File: config.mk
export PLATFORM = sky130hd
export DESIGN_NAME = debounced_updown_counter
export DESIGN_NICKNAME = d
export VERILOG_FILES = /design/src/rtl/debounced_updown_counter.sv
export SDC_FILE = /design/constraint.sdc
export NUM_CORES = 1
export LEC_CHECK = 0
export ABC_AREA = 1
export BUFFER_PORTS_ARGS = -buffer_cell sky130_fd_sc_hd__buf_2
export CELL_PAD_IN_SITES_DETAIL_PLACEMENT = 0
export CELL_PAD_IN_SITES_GLOBAL_PLACEMENT = 2
export CORE_MARGIN = 3
export CORE_UTILIZATION = 39
export DETAILED_ROUTE_END_ITERATION = 8
export PLACE_DENSITY = 0.81
export SYNTH_ARGS = -nofsm -noshare
export SYNTH_HDL_FRONTEND = slang
export SYNTH_SLANG_ARGS = --single-unit
File: constraint.sdc
create_clock -name clk -period 3.4 [get_ports clk]
set_clock_uncertainty 0.1 [all_clocks]
set_input_delay 0.51 -clock clk [delete_from_list [all_inputs] [get_ports clk]]
set_output_delay 0.51 -clock clk [all_outputs]
set_load 0.01 [all_outputs]
File: src/rtl/debounced_updown_counter.sv
// Two-button debounced up/down counter with optional wrap or saturation at the limits.
// Define AUTO_REPEAT_EN to fire extra pulses every REPEAT_CYCLES clocks while a button is held.
module debounced_updown_counter #(
  parameter int WIDTH           = 4,
  parameter int DEBOUNCE_CYCLES = 12000,
  parameter int SATURATE        = 0,
  parameter int REPEAT_CYCLES   = 3000000
) (
  input  logic             clk,
  input  logic             rst,
  input  logic             btn_up_n,
  input  logic             btn_dn_n,
  output logic [WIDTH-1:0] count,
  output logic             up_pulse,
  output logic             dn_pulse,
  output logic             wrap
);

  localparam int DW = (DEBOUNCE_CYCLES > 2) ? $clog2(DEBOUNCE_CYCLES) : 1;
  localparam logic [DW-1:0]    DB_LAST   = DW'(DEBOUNCE_CYCLES - 1);
  localparam logic [WIDTH-1:0] COUNT_MAX = '1;

  logic [1:0] raw_n;
  logic [1:0] pulse;

  assign raw_n = {btn_dn_n, btn_up_n};

  // Channel 0 = up, channel 1 = down; all per-channel state is active-low (1 = released).
  for (genvar c = 0; c < 2; c++) begin : g_ch
    logic          sync1_q, sync2_q;
    logic          db_q, db_prev_q;
    logic [DW-1:0] db_cnt_q;
    logic          pulse_q;
    logic          press_evt;
    logic          rep_fire;

    assign press_evt = !db_q && db_prev_q;

    always_ff @(posedge clk or posedge rst) begin
      if (rst) begin
        sync1_q   <= 1'b1;
        sync2_q   <= 1'b1;
        db_q      <= 1'b1;
        db_prev_q <= 1'b1;
        db_cnt_q  <= '0;
        pulse_q   <= 1'b0;
      end else begin
        sync1_q   <= raw_n[c];
        sync2_q   <= sync1_q;
        db_prev_q <= db_q;
        pulse_q   <= press_evt || rep_fire;
        if (sync2_q == db_q) begin
          db_cnt_q <= '0;
        end else if (db_cnt_q == DB_LAST) begin
          db_q     <= ~db_q;
          db_cnt_q <= '0;
        end else begin
          db_cnt_q <= db_cnt_q + 1'b1;
        end
      end
    end

`ifdef AUTO_REPEAT_EN
    localparam int RW = (REPEAT_CYCLES > 2) ? $clog2(REPEAT_CYCLES) : 1;
    localparam logic [RW-1:0] REP_LAST = RW'(REPEAT_CYCLES - 1);
    logic [RW-1:0] rep_q;

    // Runs only once the press edge has been consumed, so repeats land REPEAT_CYCLES after it.
    assign rep_fire = !db_q && !db_prev_q && (rep_q == REP_LAST);

    always_ff @(posedge clk or posedge rst) begin
      if (rst) begin
        rep_q <= '0;
      end else if (db_q || db_prev_q || rep_fire) begin
        rep_q <= '0;
      end else begin
        rep_q <= rep_q + 1'b1;
      end
    end
`else
    assign rep_fire = 1'b0;
`endif

    assign pulse[c] = pulse_q;
  end

`ifndef AUTO_REPEAT_EN
  logic unused_repeat_cfg;
  assign unused_repeat_cfg = (REPEAT_CYCLES != 0);
`endif

  logic [WIDTH-1:0] count_q, count_d;
  logic             wrap_q, wrap_d;

  always_comb begin
    count_d = count_q;
    wrap_d  = 1'b0;
    if (pulse[0] && !pulse[1]) begin
      if (count_q != COUNT_MAX) begin
        count_d = count_q + 1'b1;
      end else if (SATURATE == 0) begin
        count_d = '0;
        wrap_d  = 1'b1;
      end
    end else if (pulse[1] && !pulse[0]) begin
      if (count_q != '0) begin
        count_d = count_q - 1'b1;
      end else if (SATURATE == 0) begin
        count_d = COUNT_MAX;
        wrap_d  = 1'b1;
      end
    end
  end

  always_ff @(posedge clk or posedge rst) begin
    if (rst) begin
      count_q <= '0;
      wrap_q  <= 1'b0;
    end else begin
      count_q <= count_d;
      wrap_q  <= wrap_d;
    end
  end

  assign count    = count_q;
  assign up_pulse = pulse[0];
  assign dn_pulse = pulse[1];
  assign wrap     = wrap_q;

endmodule
==> out/results.txt, run 1 <==
Status: completed
Worst Hold Path EP: g_ch[0].sync1_q$_DFF_PP1_
WP data arrival: 1.74 ns
CTS sink count: 43
CP bufs+invs: 2
Clock Tree Buf Depth: 2
Mux contribution to synthesized area: 0%
Drt wl/cell: 11.8 um
GRT Residual Overflow: 0
Distinct cells, synth: 22
GPL Wtd Cong: 0.743
Die area: 0.00681 mm2
Hold_sp: btn_up_n
RSZ-0062 raised after global routing: false
# diodes: 0
Pre-antenna DRT Iters: 4
Main combinational cell family by area after synthesis: simple AND/OR/NAND/NOR gates
Post-CTS setup buffers: 0
Cell count along the critical path: 8
Rows: 27
Post-Layout Inst Area: 0.00251 mm2
Startpoint types: flip-flop
Core box area: 0.00557 mm2
Largest net degree at the start of global routing: 44
Synth area leaders: dfrtp_1 38%, nand2_1 12%, dfstp_2 9.2%
Synthesized cell area: 0.00228 mm2
YS warnings: 0
Slew Limit Fails: 0
Vias: 1785
Register area: 0.00109 mm2
Max_slew headroom: 41.4%
Post-synth top area share: 38.4%
TritonCTS Buffers: 5
Part of the cycle the worst path needs: 47.5%
CP endpoint kind: flip-flop
Min-Delay Path Class: in -> reg
Adder-Cell Fraction of Synth Area: 4.38%
Drt via density: 4.69
Setup tns final: 0 ns
WS Path Type: reg -> reg
Starting Density: 41.0%
H-Tree Level Count: 2
Cells on worst reg2reg path: 8
Crit path required time: 3.52 ns
Sequential area share after synthesis: 47.6%
Die height: 82.5 um
Syn Inst Count: 291
Multi-input gate area: 0.00104 mm2
Initial DRC count: 80
Largest stage delay, worst path: 0.47 ns
Worst path slowest cell: dfrtp_1
Worst R2R End: g_ch[1].db_cnt_q[7]$_DFF_PP0_
FF-to-FF setup slack: 1.79 ns
Cell mode on critical path: nor2_2
Min cycle time layout: 1.61 ns
FFs w/ async S/R, synth: 100%
First-pass GRT wire length: 7790 um
Post-cts resize count: 0
Initial antenna violation count: 0
Hold Vio Cnt, Final: 0
Worst-Skew Late Latency: 0.29 ns
CP max FO: 7
HPWL Detailed: 3330 um
Final net count: 320
Syn nets: 303
Root Buffer Master: clkbuf_8
Max Cap Viol: 0
Hold buffers post-CTS: 0
Setup WS post-layout: 1.79 ns
Most common flop cell mapped by yosys: dfrtp_1
Fraction of layout cells with a size suffix above 1: 15.5%
Hold depth: 1
Crit-path cells: ha_1, nand3_2, inv_1, nand2_1, nor2_2, nor2_2, inv_4, nor2_1
Cell Area, Placed: 0.00242 mm2
Routed wire length: 4510 um
Setup Viol. Count Final: 0
Total global-route track usage: 15.0%
Worst-path clk slew: 0.08 ns
Area leader, netlist: dfrtp_1
Fmax: 0.620 GHz
IO Pins: 11
Placement Setup Slack: 1.81 ns
Layout overhead on the synthesized area: 10.1%
EDFF count, synth: 0
Post-DRT Antenna Nets: 0
Worst-Margin Slew: 0.878 ns
Top delay family on crit path: simple AND/OR/NAND/NOR gates
Leakage Power: 1.17 nW
Vias in the first global route: 1609
CTS tree: yes
Avg Cell Area, Syn: 7.85 um2
Die X: 82.5 um
DRC viols: 0
I/O Buffers: 10
Reg-to-Reg Start: g_ch[1].db_cnt_q[0]$_DFF_PP0_
Fill cell count: 583
Max IR drop VDD: 206 uV
Synth Area in Compound Gates: 3.01%
Pwr Density: 359 mW/mm2
Simple logic cell fraction of the synthesized area: 33.0%
Post-synthesis xor/xnor area fraction: 5.37%
#FFs+latches synth: 43
metrics by stage:
step	std cells	util, %	total power, mW	hold slack, ns
after floorplan	291	-	0.564	0.245
after CTS	381	45.1	0.917	0.204
after global routing	381	45.1	0.947	0.188
after global placement	373	43.5	0.577	0.248
final	381	45.1	0.903	0.212
after detailed placement	373	43.5	0.576	0.250
registers in the layout, indices dropped and copies added, names as in the netlist, 2 cells and up:
| name | cells |
|---|---|
| g_ch.db_cnt_q | 28 |
| g_ch.db_q | 2 |
| count | 4 |
| g_ch.sync2_q | 2 |
| g_ch.db_prev_q | 2 |
| g_ch.sync1_q | 2 |
cell usage in the layout (no fill, tap or decap), types with 3 or more instances in the layout:
master,n
buf_2,10
o21ai_0,6
nor3_1,7
nor2_2,14
xor2_1,8
nand3_1,21
inv_1,37
nand2_1,70
dfrtp_1,35
nand4_1,3
dfstp_2,8
clkbuf_8,6
nand2_2,4
ha_1,8
xnor2_1,6
nor2_1,53
layer usage:
metal | part of all wire, % | up-vias | global-route usage (%)
li1 | - | 927 | -
met1 | 51 | 825 | 22.1
met2 | 43 | 28 | 22.0
met3 | 4.3 | 5 | 3.69
met4 | 1.0 | 0 | 3.92
met5 | 0 | - | 0
worst max-delay path by stage:
stage | from | to
floorplan | rst | count[0]$_DFFE_PP0P_
global placement | g_ch[1].db_cnt_q[0]$_DFF_PP0_ | g_ch[1].db_cnt_q[10]$_DFF_PP0_
detailed placement | g_ch[1].db_cnt_q[0]$_DFF_PP0_ | g_ch[1].db_cnt_q[10]$_DFF_PP0_
CTS | g_ch[1].db_cnt_q[0]$_DFF_PP0_ | g_ch[1].db_cnt_q[7]$_DFF_PP0_
global route | g_ch[1].db_cnt_q[0]$_DFF_PP0_ | g_ch[1].db_cnt_q[4]$_DFF_PP0_
finish | g_ch[1].db_cnt_q[0]$_DFF_PP0_ | g_ch[1].db_cnt_q[7]$_DFF_PP0_
cell usage after synthesis, types with 2 or more instances:
cell	number
nor3_1	7
nand4_1	3
dfrtp_1	35
nand2_2	4
xnor2_1	6
nand3_2	2
o21ai_0	6
xor2_1	8
nor2_1	53
ha_1	8
nand3_1	21
dfstp_2	8
inv_1	38
a31oi_1	2
nor2_2	14
nand2_1	70
worst register-to-register path, delay by kind of cell, from the launching register on:
family / cells / cell delay (ns)
adder cells (fa/ha/maj): 1 / 0.25
buffers and inverters: 2 / 0.15
flip-flops: 1 / 0.47
AND/OR/NAND/NOR: 5 / 0.57
report_power, final:
part	leakage [nW]	internal, mW	total, mW	switching [mW]
clock network	0.0482	0.164	0.339	0.175
logic	0.550	0.00960	0.0335	0.0239
registers	0.567	0.521	0.531	0.00974
total	1.17	0.695	0.903	0.208
layout make-up:
type	count	share of cell area, %
Clock inverter	1	0.199
Timing Repair Buffer	10	1.99
Clock buffer	7	3.43
Tap cell	72	3.58
Inverter	40	6.07
Multi-Input combinational cell	208	41.5
Sequential cell	43	43.2
cell families (layout without fill, tap and decap cells):
group / Yosys count / count (layout)
buffers and inverters: 40 / 58
AO/OA/AOI/OAI: 12 / 12
AND/OR/NAND/NOR: 174 / 174
flip-flops: 43 / 43
adder cells (fa/ha/maj): 8 / 8
XOR/XNOR: 14 / 14
(Power assumes the default switching activity.)
==> run 2, diff against run 1 <==
CORE_UTILIZATION = 36   (was 39)
PLACE_DENSITY = 0.76   (was 0.81)
clock period = 1.5 ns   (was 3.4 ns; I/O delays follow)
==> run 2 against run 1 <==
  * Routed wire length grew 6.3%
  * Global-route usage fell by 0.41 points
  * Highest routed layer unchanged
  * Clock power rose to 2.8 times the previous value
  * Sequential power rose by 130%
  * Cell area is 13% higher
  * Sequential cell count stayed put
==> out/results.txt, run 2 (same netlist as run 1, synthesis figures left out) <==
Status: completed
Die area: 0.00733 mm2
Comb power frac: 5.6%
Register area: 0.00109 mm2
Starting Density: 37.9%
Leakage Power: 1.30 nW
Final net count: 344
Worst-Skew Late Latency: 0.29 ns
Part of the cycle the worst path needs: 95.8%
H-Tree Level Count: 2
Most common cell after layout, fill and taps aside: nand2_1
Worst-path clk slew: 0.08 ns
Max_slew headroom: 71.6%
GPL Wtd Cong: 0.790
I/O Buffers: 10
TritonCTS Buffers: 5
Routed wire length: 4800 um
Largest net degree at the start of global routing: 22
Largest stage delay, worst path: 0.42 ns
Post-DRT Antenna Nets: 0
Largest register by flop count: g_ch.db_cnt_q
Initial antenna violation count: 0
Layout overhead on the synthesized area: 24.2%
CTS sink count: 43
Reg-to-Reg Start: g_ch[1].db_cnt_q[0]$_DFF_PP0_
Hold Vio Cnt, Final: 0
Worst path slowest cell: dfrtp_1
Core box area: 0.00603 mm2
Die height: 85.6 um
Rows: 28
Top delay family on crit path: simple AND/OR/NAND/NOR gates
Psw: 0.492 mW
Pwr Density: 800 mW/mm2
CTS tree: yes
Worst-Margin Slew: 0.426 ns
Min cycle time layout: 1.44 ns
CP startpoint: g_ch[1].db_cnt_q[0]$_DFF_PP0_
Startpoint types: flip-flop
FF-to-FF setup slack: 0.06 ns
Initial DRC count: 55
CP endpoint kind: flip-flop
Vias in the first global route: 1766
Root Buffer Master: clkbuf_8
Pre-antenna DRT Iters: 5
Max IR drop VDD: 552 uV
DRC viols: 0
Setup Viol. Count Final: 0
Die X: 85.6 um
Internal power: 1.78 mW
Most frequent cells in the layout: 68 x nand2_1, 49 x nor2_1, 35 x inv_1, 34 x dfrtp_1, 21 x nand3_1
Max Cap Viol: 0
Hold_sp: g_ch[0].sync1_q$_DFF_PP1_
Sequential fraction of design power: 52.8%
Clock Tree Buf Depth: 2
Vias: 1842
GRT Residual Overflow: 0
Drt wl/cell: 11.8 um
Max reg flops: 28
HPWL Detailed: 3640 um
# diodes: 0
CP bufs+invs: 2
Total global-route track usage: 14.6%
Fill cell count: 610
RSZ-0062 raised after global routing: true
CP max FO: 7
Clk pwr share: 41.6%
Switching Share: 21.7%
IO Pins: 11
Design Power: 2.27 mW
Fraction of layout cells with a size suffix above 1: 25.5%
Cell mode on critical path: nor2_4
Min-Delay Path Class: reg -> reg
WP data arrival: 1.57 ns
Multi-input gate area: 0.00113 mm2
Slew Limit Fails: 0
Drt via density: 4.51
WS Path Type: reg -> reg
Fmax: 0.696 GHz
Crit path required time: 1.63 ns
Crit-path cells: ha_2, nand3_4, inv_2, nand2_2, nor2_4, nor2_4, clkinv_4, nor2_2
Setup tns final: 0 ns
First-pass GRT wire length: 8400 um
[run 2: cell types whose count changed in the layout (fill, tap and decap cells not counted), sizes merged]
cell | previous run | this run
inv | 39 | 38
buf | 10 | 31
dlygate4sd3 | 0 | 3
bufinv | 0 | 1
clkbuf | 7 | 6
clkinv | 2 | 3
[run 2: final cells by class]
cell class	count	area share, %
inverters	40	5.47
repair buffers	34	8.82
flip-flops and latches	43	38.3
well taps	75	3.31
clock inverters	2	1.24
clock buffers	6	2.91
multi-input cells	208	39.9
[run 2: power groups by stage]
stage	clock network (mW)	logic, mW	registers, mW
after floorplan	0	0.0585	1.22
after global placement	0	0.113	1.22
after detailed placement	0	0.111	1.22
after CTS	0.977	0.119	1.20
after global routing	1.02	0.146	1.20
final	0.943	0.127	1.20
[run 2: timing repair]
item,4_1_cts,5_1_grt
pin swaps,0,2
hold buffers,3,0
setup buffers,0,4
endpoints found under the setup margin,7,20
endpoints found under the hold margin,10,0
gates resized for setup,1,22
[run 2: final timing paths]
kind / end / cells past startpoint
min in group asynchronous: g_ch[1].db_cnt_q[12]$_DFF_PP0_ / 3
min: g_ch[0].sync2_q$_DFF_PP1_ / 0
max in group asynchronous: g_ch[0].db_cnt_q[6]$_DFF_PP0_ / 4
min reg2reg: g_ch[0].sync2_q$_DFF_PP1_ / 0
max: g_ch[1].db_cnt_q[3]$_DFF_PP0_ / 8
max reg2reg: g_ch[1].db_cnt_q[3]$_DFF_PP0_ / 8
[run 2: layer usage]
metal	up-vias	track usage, %	part of all wire [%]
met2	19	21.3	42
met3	5	3.17	2.6
met1	840	21.4	54
li1	978	-	-
met4	0	4.75	1.1
met5	-	0	0
[run 2: per-stage QoR]
| stage | instances | worst slack (ns) | hold WS (ns) | instance area, um2 | util, % |
|---|---|---|---|---|---|
| after floorplan | 291 | 0.106 | 0.129 | 2280 | - |
| after global placement | 393 | 0.00476 | 0.145 | 2570 | 42.6 |
| after detailed placement | 393 | -0.00281 | 0.151 | 2570 | 42.6 |
| after CTS | 404 | 0.0121 | 0.260 | 2720 | 45.1 |
| after global routing | 408 | -0.0147 | 0.264 | 2840 | 47.1 |
| final | 408 | 0.0627 | 0.259 | 2840 | 47.1 |
==> run 3, diff against run 2 <==
CORE_UTILIZATION = 39   (was 36)
PLACE_DENSITY = 0.81   (was 0.76)
clock period = 1.7 ns   (was 1.5 ns; I/O delays follow)
==> run 3 against run 2 <==
  * Clock power shrank 31%
  * Utilization down 0.81 points
  * Die area decreased by 7.2%
  * Sequential cell count unchanged
  * First-iteration DRC count grew 140%
  * Cell area down 9.1%
  * Largest cell class is now registers
  * Largest power group unchanged
==> out/results.txt, run 3 (same netlist as run 1, synthesis figures left out) <==
Status: completed
GPL Wtd Cong: 0.764
Layout Utilization: 46.3%
DRC viols: 0
First-pass GRT wire length: 7960 um
Routed wire length: 4700 um
Startpoint types: flip-flop
Total global-route track usage: 15.6%
GRT Residual Overflow: 0
Fmax: 0.668 GHz
Most frequent cells in the layout: 70 x nand2_1, 53 x nor2_1, 37 x inv_1, 35 x dfrtp_1, 21 x nand3_1
WS Path Type: reg -> reg
Initial antenna violation count: 0
Cells on worst reg2reg path: 6
Vias in the first global route: 1645
HPWL Detailed: 3550 um
Worst-path clk slew: 0.08 ns
Worst-Skew Late Latency: 0.30 ns
# diodes: 0
Drt via density: 4.60
Max_slew headroom: 73.1%
Rows: 27
Min-Delay Path Class: reg -> reg
Initial DRC count: 130
Hold Vio Cnt, Final: 0
Crit path required time: 1.78 ns
CTS tree: yes
Post-CTS setup buffers: 0
Core box area: 0.00557 mm2
Root Buffer Master: clkbuf_8
Fraction of layout cells with a size suffix above 1: 16.2%
Pre-antenna DRT Iters: 4
Clock Tree Buf Depth: 2
Max reg flops: 28
Setup Viol. Count Final: 0
CP max FO: 8
IO Pins: 11
CP endpoint kind: flip-flop
Die height: 82.5 um
FF-to-FF setup slack: 0.20 ns
Part of the cycle the worst path needs: 88.0%
WP data arrival: 1.58 ns
Top delay family on crit path: simple AND/OR/NAND/NOR gates
Layout overhead on the synthesized area: 12.9%
Cell Area, Placed: 0.00246 mm2
Hold depth: 0
CP bufs+invs: 0
Leakage Power: 1.19 nW
Worst-Margin Slew: 0.403 ns
Crit-path cells: ha_1, nand3_1, nor2_1, nand2_1, nand2_2, nor2_1
Pwr Density: 695 mW/mm2
Die area: 0.00681 mm2
Worst path slowest cell: dfrtp_1
Worst R2R End: g_ch[0].db_cnt_q[10]$_DFF_PP0_
Worst hold margin: 0.260 ns
Vias: 1782
Setup tns final: 0 ns
Drt wl/cell: 12.2 um
Max IR drop VDD: 463 uV
Reg-to-Reg Start: g_ch[0].db_cnt_q[0]$_DFF_PP0_
Cell mode on critical path: nor2_1
Post-DRT Antenna Nets: 0
CTS sink count: 43
Largest stage delay, worst path: 0.43 ns
Worst Hold Path EP: g_ch[1].sync2_q$_DFF_PP1_
Starting Density: 41.0%
H-Tree Level Count: 2
RSZ-0062 raised after global routing: false
Max Cap Viol: 0
I/O Buffers: 10
Post-Layout Inst Area: 0.00258 mm2
Largest register by flop count: g_ch.db_cnt_q
Largest net degree at the start of global routing: 27
Min cycle time layout: 1.50 ns
Slew Limit Fails: 0
Most common cell after layout, fill and taps aside: nand2_1
TritonCTS Buffers: 5
Hold_sp: g_ch[1].sync1_q$_DFF_PP1_
Final net count: 326
Die X: 82.5 um
-- run 3: cell count changes in the layout (fill, tap and decap cells not counted), sizes merged --
cell / change
buf: -18
clkinvlp: +1
bufinv: -1
inv: +1
clkinv: -1
-- run 3: worst max-delay path by stage --
stage | start | endpoint | slack (ns) | cells past startpoint
final | g_ch[0].db_cnt_q[0]$_DFF_PP0_ | g_ch[0].db_cnt_q[10]$_DFF_PP0_ | 0.20 | 6
after global routing | dn_pulse$_DFF_PP0_ | count[2]$_DFFE_PP0P_ | 0.03 | 8
after CTS | g_ch[1].db_cnt_q[0]$_DFF_PP0_ | g_ch[1].db_cnt_q[10]$_DFF_PP0_ | 0.13 | 8
after detailed placement | g_ch[1].db_cnt_q[0]$_DFF_PP0_ | g_ch[1].db_cnt_q[7]$_DFF_PP0_ | 0.15 | 8
after global placement | g_ch[1].db_cnt_q[0]$_DFF_PP0_ | g_ch[1].db_cnt_q[10]$_DFF_PP0_ | 0.17 | 8
after floorplan | g_ch[1].db_cnt_q[0]$_DFF_PP0_ | g_ch[1].db_cnt_q[10]$_DFF_PP0_ | 0.31 | 8
-- run 3: final cells by class --
class | instances | area [um2]
Clock buffer | 6 | 72.6
Clock inverter | 2 | 12.5
Fill cell | 589 | 3000
Inverter | 40 | 153
Multi-Input combinational cell | 208 | 1050
Sequential cell | 43 | 1090
Tap cell | 72 | 90.1
Timing Repair Buffer | 16 | 115
-- run 3: per-layer routing --
layer	GRT usage (%)	vias to the layer above	share of wire, %
met2	23.0	25	43
met5	0	-	0
li1	-	947	-
met3	3.69	5	3.6
met1	22.9	805	52
met4	3.92	0	1.2
-- run 3: what timing repair did --
action | in CTS | in global routing
resized for setup | 0 | 1
hold buffers | 3 | 0
endpoints found under the hold margin | 14 | 0
endpoints found under the setup margin | 0 | 5
-- run 3: where the power goes --
part           switching [mW]  internal, mW  total [mW]
combinational          0.0542        0.0322      0.0864
sequential             0.0169          1.04        1.06
clock                   0.358         0.288       0.646
-- run 3: through the flow --
step                      total power [mW]  worst slack (ns)  cells
after global placement                1.16             0.171    376
after floorplan                       1.13             0.306    291
after detailed placement              1.16             0.152    376
final                                 1.79             0.204    387
after global routing                  1.89            0.0309    387
after CTS                             1.82             0.132    387
